$ cat src/rtl/pipe_pkg.sv
// pipe_pkg: shared encodings for the pipeline-control slice.
//   FSM state codes, pc_sel mux codes, default interrupt vector.
package pipe_pkg;
  typedef logic [1:0] state_t;

  localparam state_t ST_RUN      = 2'd0;
  localparam state_t ST_MEM_WAIT = 2'd1;
  localparam state_t ST_TRAP     = 2'd2;

  localparam logic [1:0] PC_SEQ   = 2'd0;  // PC+4
  localparam logic [1:0] PC_REDIR = 2'd1;  // redirect_pc
  localparam logic [1:0] PC_TRAP  = 2'd2;  // trap vector
  localparam logic [1:0] PC_EPC   = 2'd3;  // saved epc

  localparam logic [31:0] TRAP_VEC_DEF = 32'h0000_0100;
endpackage

$ cat src/rtl/pipe_wait_timer.sv
// pipe_wait_timer: bus-wait cycle counter.
//   gclk, grst_n : clock, async active-low reset
//   start        : load 1 (first wait cycle)
//   inc          : count one more wait cycle, saturates at WAIT_MAX
//   clr          : back to 0 (wins over start/inc)
//   expire       : count has reached WAIT_MAX
module pipe_wait_timer #(
  parameter int WAIT_MAX = 16
) (
  input  logic gclk,
  input  logic grst_n,
  input  logic start,
  input  logic inc,
  input  logic clr,
  output logic expire
);
  localparam int CW = $clog2(WAIT_MAX + 1);

  logic [CW-1:0] cnt;

  always_ff @(posedge gclk or negedge grst_n) begin
    if (!grst_n)                             cnt <= '0;
    else if (clr)                            cnt <= '0;
    else if (start)                          cnt <= CW'(1);
    else if (inc && cnt != CW'(WAIT_MAX))    cnt <= cnt + CW'(1);
  end

  assign expire = (cnt == CW'(WAIT_MAX));
endmodule

$ cat src/rtl/pipe_ctrl.sv
// pipe_ctrl: stage-register enables/flushes, PC steering and interrupt
// entry/return for the pipelined RV32 core.
//   clk, reset       : clock, async active-low reset
//   load_use_hzd     : load-use stall request
//   redirect_valid/pc: taken branch/jump from EX
//   mret_valid       : return-from-interrupt in EX
//   ex_valid, ex_pc  : EX occupancy and PC (epc source)
//   mem_req, MIO_ready : MEM bus handshake
//   INT              : level interrupt request
//   stage_en/flush   : per-register enable / clear (clear wins), 0 = PC
//   pc_sel/pc_target : PC mux select and non-sequential target
//   epc, int_active  : saved return PC, in-handler flag
//   int_ack, bus_err : one-cycle registered pulses
module pipe_ctrl import pipe_pkg::*; #(
  parameter int              XLEN       = 32,
  parameter int              NUM_STAGES = 5,
  parameter int              DEC_STAGE  = 1,
  parameter int              MEM_STAGE  = 3,
  parameter logic [XLEN-1:0] TRAP_VEC   = TRAP_VEC_DEF,
  parameter int              WAIT_MAX   = 16
) (
  input  logic                  clk,
  input  logic                  reset,
  input  logic                  load_use_hzd,
  input  logic                  redirect_valid,
  input  logic [XLEN-1:0]       redirect_pc,
  input  logic                  mret_valid,
  input  logic                  ex_valid,
  input  logic [XLEN-1:0]       ex_pc,
  input  logic                  mem_req,
  input  logic                  MIO_ready,
  input  logic                  INT,
  output logic [NUM_STAGES-1:0] stage_en,
  output logic [NUM_STAGES-1:0] stage_flush,
  output logic [1:0]            pc_sel,
  output logic [XLEN-1:0]       pc_target,
  output logic [XLEN-1:0]       epc,
  output logic                  int_active,
  output logic                  int_ack,
  output logic                  bus_err
);
  state_t state_q, state_d;
  logic   tmr_start, tmr_inc, tmr_clr, tmr_expire;
  logic   accept, mret_take, timeout;

  // Static stage masks derived from the pipeline geometry.
  logic [NUM_STAGES-1:0] hold_mem, bub_mem, fl_dec, hold_dec, bub_dec;
  for (genvar g = 0; g < NUM_STAGES; g++) begin : g_mask
    assign hold_mem[g] = (g <= MEM_STAGE);
    assign bub_mem[g]  = (g == MEM_STAGE + 1);
    assign fl_dec[g]   = (g >= 1) && (g <= DEC_STAGE + 1);
    assign hold_dec[g] = (g <= DEC_STAGE);
    assign bub_dec[g]  = (g == DEC_STAGE + 1);
  end

  logic bus_wait, mret_go, int_go;
  assign bus_wait = mem_req & ~MIO_ready;
  assign mret_go  = mret_valid & int_active;     // mret outside a handler is a NOP
  assign int_go   = INT & ~int_active & ex_valid;

  always_comb begin
    stage_en    = '1;
    stage_flush = '0;
    pc_sel      = PC_SEQ;
    pc_target   = '0;
    state_d     = state_q;
    tmr_start   = 1'b0;
    tmr_inc     = 1'b0;
    tmr_clr     = 1'b0;
    accept      = 1'b0;
    mret_take   = 1'b0;
    timeout     = 1'b0;
    if (!reset) begin
      stage_en    = '0;
      stage_flush = '1;
    end else begin
      case (state_q)
        ST_RUN: begin
          if (bus_wait) begin
            // EX is frozen, so redirect/mret/INT re-present after the wait.
            stage_en    = ~hold_mem;
            stage_flush = bub_mem;
            tmr_start   = 1'b1;
            state_d     = ST_MEM_WAIT;
          end else if (redirect_valid) begin
            stage_flush = fl_dec;
            pc_sel      = PC_REDIR;
            pc_target   = redirect_pc;
          end else if (mret_go) begin
            stage_flush = fl_dec;
            pc_sel      = PC_EPC;
            pc_target   = epc;
            mret_take   = 1'b1;
          end else if (int_go) begin
            // PC holds this cycle; the vector is steered in from TRAP.
            stage_flush = fl_dec;
            stage_en[0] = 1'b0;
            accept      = 1'b1;
            state_d     = ST_TRAP;
          end else if (load_use_hzd) begin
            stage_en    = ~hold_dec;
            stage_flush = bub_dec;
          end
        end
        ST_MEM_WAIT: begin
          if (MIO_ready) begin
            tmr_clr = 1'b1;
            state_d = ST_RUN;
          end else if (tmr_expire) begin
            // Give up on the bus: release everything and flag the error.
            timeout = 1'b1;
            tmr_clr = 1'b1;
            state_d = ST_RUN;
          end else begin
            stage_en    = ~hold_mem;
            stage_flush = bub_mem;
            tmr_inc     = 1'b1;
          end
        end
        ST_TRAP: begin
          pc_sel         = PC_TRAP;
          pc_target      = TRAP_VEC;
          stage_flush[1] = 1'b1;
          state_d        = ST_RUN;
        end
        default: state_d = ST_RUN;
      endcase
    end
  end

  always_ff @(posedge clk or negedge reset) begin
    if (!reset) begin
      state_q    <= ST_RUN;
      epc        <= '0;
      int_active <= 1'b0;
      int_ack    <= 1'b0;
      bus_err    <= 1'b0;
    end else begin
      state_q <= state_d;
      int_ack <= accept;
      bus_err <= timeout;
      if (accept) begin
        epc        <= ex_pc;
        int_active <= 1'b1;
      end else if (mret_take) begin
        int_active <= 1'b0;
      end
    end
  end

  pipe_wait_timer #(.WAIT_MAX(WAIT_MAX)) u_wait_timer (
    .gclk   (clk),
    .grst_n (reset),
    .start  (tmr_start),
    .inc    (tmr_inc),
    .clr    (tmr_clr),
    .expire (tmr_expire)
  );
endmodule

$ cat config.mk
export PLATFORM = sky130hd
export DESIGN_NAME = pipe_ctrl
export DESIGN_NICKNAME = d
export VERILOG_FILES = /design/src/rtl/pipe_pkg.sv /design/src/rtl/pipe_wait_timer.sv /design/src/rtl/pipe_ctrl.sv
export SDC_FILE = /design/constraint.sdc
export NUM_CORES = 1
export LEC_CHECK = 0
export ABC_AREA = 1
export CORE_MARGIN = 4
export CORE_UTILIZATION = 40
export CTS_CLUSTER_SIZE = 14
export DETAILED_ROUTE_END_ITERATION = 6
export PLACE_DENSITY = 0.87
export SETUP_SLACK_MARGIN = 0.15
export SLEW_MARGIN = 20
export SYNTH_ARGS = -nofsm -noshare
export SYNTH_HDL_FRONTEND = slang
export SYNTH_SLANG_ARGS = --single-unit
$ cat constraint.sdc
create_clock -name clk -period 3.85 [get_ports clk]
set_input_delay 0.5775 -clock clk [delete_from_list [all_inputs] [get_ports clk]]
set_output_delay 0.5775 -clock clk [all_outputs]
set_load 0.1 [all_outputs]
==> results <==
- The flow ran to the end, and the final reports show no timing, DRC or antenna violations.
- For the final routed database, the setup TNS stands at 0 ns.
- The wire length after detailed routing is 8.06 mm.
- For this run, the top clock speed supported by timing is 349 MHz.
- The area growth from synthesis to layout is 80.6%.
- The worst setup path is of the in -> out kind.
- The floorplan step defined a die boundary enclosing 7340 sq um.
- TritonCTS built the clock tree.
- The clock latency on the worst-skew pair is 0.29 ns.
- During placement, the flow inserted port buffers numbering 151.
- The number of setup buffers added after CTS is 0.
- In this run the register-to-register setup slack is 1.83 ns.
- The worst hold slack is 0.0858 ns.
- Setup violations remaining at the end of the flow were counted as 0.
- The number of buffers and inverters on the critical path is 3.
- In this run the critical register-to-register path is captured at epc[14].
- The commonest cells after synthesis are sky130_fd_sc_hd__nand2_1 (135), sky130_fd_sc_hd__dfrtp_1 (42), sky130_fd_sc_hd__nor2_1 (42).
- Using the TritonRoute via totals, the vias-per-cell ratio works out to 4.97.
- The sequential area share after synthesis is 0.435.
- The number of global-route vias before repair is 2756.
- STA classifies the critical path startpoint as an input port.
- The min-delay analysis places its worst path in the category in -> async.
- The endpoint arrival time on the critical path is 2.28 ns.
- The routed layout has 2706 vias.
- Of the post-synthesis cell area, the dominant cell type holds 0.435.
- The slew at the pin closest to its max-slew limit is 1.01 ns.
- The count of cells resized by post-cts repair is 0.
- Of the available clock period, the critical path in the final layout requires 0.743.
- The clock skew after layout is 0.00529 ns.
- The shortest period the worst path allows is 2.86 ns.
- The slowest stage of the critical path belongs to the cell sky130_fd_sc_hd__clkdlybuf4s50_1.
- Across every metal layer, demand over resource in global routing totals 0.219.
- The final core utilization is 0.741.
- Row generation in the floorplan step produced 28 rows.
- The total congestion overflow after global routing is 0.
- The post-synthesis instance total is 327.
- The initial detailed-routing violation count is 146.
- The maximum root-to-sink buffer count is 2.
- The relative slew slack is 0.323.
- For this run, design rule violations remaining after detail routing come to 0.
- The root buffer selected by CTS is sky130_fd_sc_hd__clkbuf_8.
- The horizontal extent of the die is 85.7 um.
- Entering global routing, the biggest net connects 36 pins.
- The number of antenna violations at the first check in global routing came to 0.
- The required time at the worst-slack endpoint is 3.27 ns.
- After synthesis, the mean cell area works out to 7.38 sq um.
- For this configuration, the core starts out at a cell density of 0.410.
- After clock tree synthesis, the clock-pin slew on the worst setup and hold paths is 0.08 ns.
- In the synthesized netlist the async set-or-reset flop fraction comes to 1.00.
- The floorplan step defined a core boundary enclosing 5890 sq um.
- For the worst flop-to-flop path, the logic depth is 5.
- The clock net in this run drives a total of 42 sinks.
- After clock tree synthesis, the flow added hold-fix buffers numbering 0.
- By area the synthesized netlist is led by sky130_fd_sc_hd__dfrtp_1 (44%), sky130_fd_sc_hd__nand2_1 (21%), sky130_fd_sc_hd__a22oi_1 (9.6%), sky130_fd_sc_hd__nor2_1 (6.5%), sky130_fd_sc_hd__nand3_1 (3.1%).
- The final count of pins violating max slew is 0.
- Counting flops with a built-in enable in the synthesized netlist gives 0.
- In the final layout, the share of cells above drive strength 1 is 0.145.
- In the final layout, the multi-input gates occupy 1140 sq um.
- Traced cell by cell, the critical path runs through clkdlybuf4s50_1 -> nand2_1 -> nor2_2 -> buf_4 -> nand2_1 -> nor2_1 -> nor2_1 -> nor2_1 -> buf_12.
- Summed over all cells, the static leakage comes to 2.04 nW.
- The number of levels in the clock H-tree is 2.
- The dominant delay contributor by cell family on the critical path is buffers and inverters.
- The number of endpoints with negative hold slack in the final report is 0.
- The power density relative to cell area is 880 nW/um^2.
- Setup repair after global routing left no endpoint under its margin.
- The cell that appears most often on the critical path is sky130_fd_sc_hd__nor2_1.
- The tool flagged a number of max-cap violations equal to 0.
- The maximum VDD drop is 0.705 mV.
- The global placer's final weighted congestion is 0.879.
- The floorplan step set the die height to 85.7 um.
- The remaining antenna violation count is 0.
- In this run the worst path has a maximum fanout of 32.
- The post-synthesis cell type with the largest combined area is sky130_fd_sc_hd__dfrtp_1.
- The launch instance of the worst register-to-register path is int_active.
- The most common cell in the netlist is sky130_fd_sc_hd__nand2_1.
- After synthesis the cells add up to 2410 sq um.
- On the worst path, the slowest cell contributes a delay of 0.48 ns.
- The final layout contains 543 nets.
- The wire length of the first global-routing pass is 13.0 mm.
- The half-perimeter wire length after placement is 6.11 mm.
- The first detailed-routing pass took 5 iterations.
- The worst setup path is captured at an output pin.
- After synthesis the netlist holds a flip-flop and latch count of 42.
- The diode insertion count for antenna repair is 0.
- Registers take 1050 sq um.
- In this run the count of I/O pins placed on the die edge is 152.
- The prevailing post-synth register cell is sky130_fd_sc_hd__dfrtp_1.
- The synthesized net count is 402.
- The fill cell instance count of the final layout is 437.
- The synthesized netlist contains 23 unique library cells.
- The TritonCTS buffer count is 5.
- In the final routed layout, each cell accounts on average for 14.8 um.
- For this run, the number of Yosys warnings is 0.
-- how the worst max path moves through the flow --
stage                   startpoint            to  slack, ns  cells after the start
2_1_floorplan  u_wait_timer.cnt[0]   stage_en[3]       0.25                      9
3_3_place_gp            mret_valid  pc_target[8]       1.02                      9
3_5_place_dp        redirect_valid       epc[14]       0.96                      7
4_1_cts                 mret_valid  pc_target[8]       0.99                      9
5_1_grt                 mret_valid  pc_target[8]       0.91                      9
6_report                mret_valid  pc_target[8]       0.99                      9
-- report_power, final --
part	leakage [nW]	internal [mW]	switching [mW]	total, mW
sequential	0.541	0.622	0.181	0.803
clock	0.0472	0.144	0.152	0.297
combinational	1.45	0.685	2.05	2.74
total	2.04	1.45	2.38	3.84
-- kinds of logic after synthesis --
kind of cell               Yosys count  synth area share
adders and majority gates            2            0.0104
AOI/OAI and AO/OA                   41             0.120
DFF                                 42             0.435
and+or+nand+nor                    199             0.336
buffers and inverters               42            0.0943
xor gates and xnor gates             1           0.00363
-- state kept, by name (all words and copies together), names as in the netlist --
signal and cells:
bus_err 1, epc 32, state_q 2, u_wait_timer.cnt 5, int_active 1, int_ack 1
-- layout by cell type, fill, tap and decap left out --
cell | synthesis | final
sky130_fd_sc_hd__a21oi_1 | 2 | 2
sky130_fd_sc_hd__a22oi_1 | 31 | 31
sky130_fd_sc_hd__buf_12 | 0 | 38
sky130_fd_sc_hd__buf_2 | 7 | 1
sky130_fd_sc_hd__buf_4 | 4 | 10
sky130_fd_sc_hd__clkbuf_8 | 0 | 6
sky130_fd_sc_hd__clkdlybuf4s50_1 | 0 | 106
sky130_fd_sc_hd__clkinv_2 | 1 | 2
sky130_fd_sc_hd__clkinvlp_4 | 0 | 1
sky130_fd_sc_hd__dfrtp_1 | 42 | 42
sky130_fd_sc_hd__ha_1 | 2 | 2
sky130_fd_sc_hd__inv_1 | 17 | 17
sky130_fd_sc_hd__inv_2 | 3 | 3
sky130_fd_sc_hd__nand2_1 | 135 | 135
sky130_fd_sc_hd__nand3_1 | 15 | 15
sky130_fd_sc_hd__nand3_2 | 1 | 1
sky130_fd_sc_hd__nand4_1 | 2 | 2
sky130_fd_sc_hd__nand4_4 | 1 | 1
sky130_fd_sc_hd__nor2_1 | 42 | 41
sky130_fd_sc_hd__nor2_2 | 1 | 2
sky130_fd_sc_hd__nor2_4 | 2 | 2
sky130_fd_sc_hd__o211ai_1 | 1 | 1
sky130_fd_sc_hd__o21ai_0 | 6 | 6
sky130_fd_sc_hd__o21ai_2 | 1 | 1
sky130_fd_sc_hd__xor2_1 | 1 | 1
-- final cells by class --
cell class                      count  share of cell area
Timing Repair Buffer              155               0.436
Clock buffer                        6              0.0189
Multi-Input combinational cell    243               0.261
Clock inverter                      2             0.00287
Sequential cell                    42               0.241
Tap cell                           75              0.0215
Inverter                           21              0.0184
-- metal layers --
layer | routed length [um] | GRT usage | part of all wire
met1 | 3210 | 0.268 | 0.40
met4 | 62 | 0.0432 | 0.0077
met3 | 562 | 0.0557 | 0.070
met2 | 4220 | 0.391 | 0.52
met5 | 0 | 0 | 0
-- metrics by stage --
stage,cell area (sq um),power [mW],setup WS (ns),std cells
2_1_floorplan,2410,2.77,0.246,327
5_1_grt,4360,4.00,0.912,544
3_5_place_dp,4260,3.55,0.960,536
6_report,4360,3.84,0.989,544
4_1_cts,4360,3.86,0.992,544
3_3_place_gp,4260,3.51,1.02,536
(Power assumes the default switching activity.)
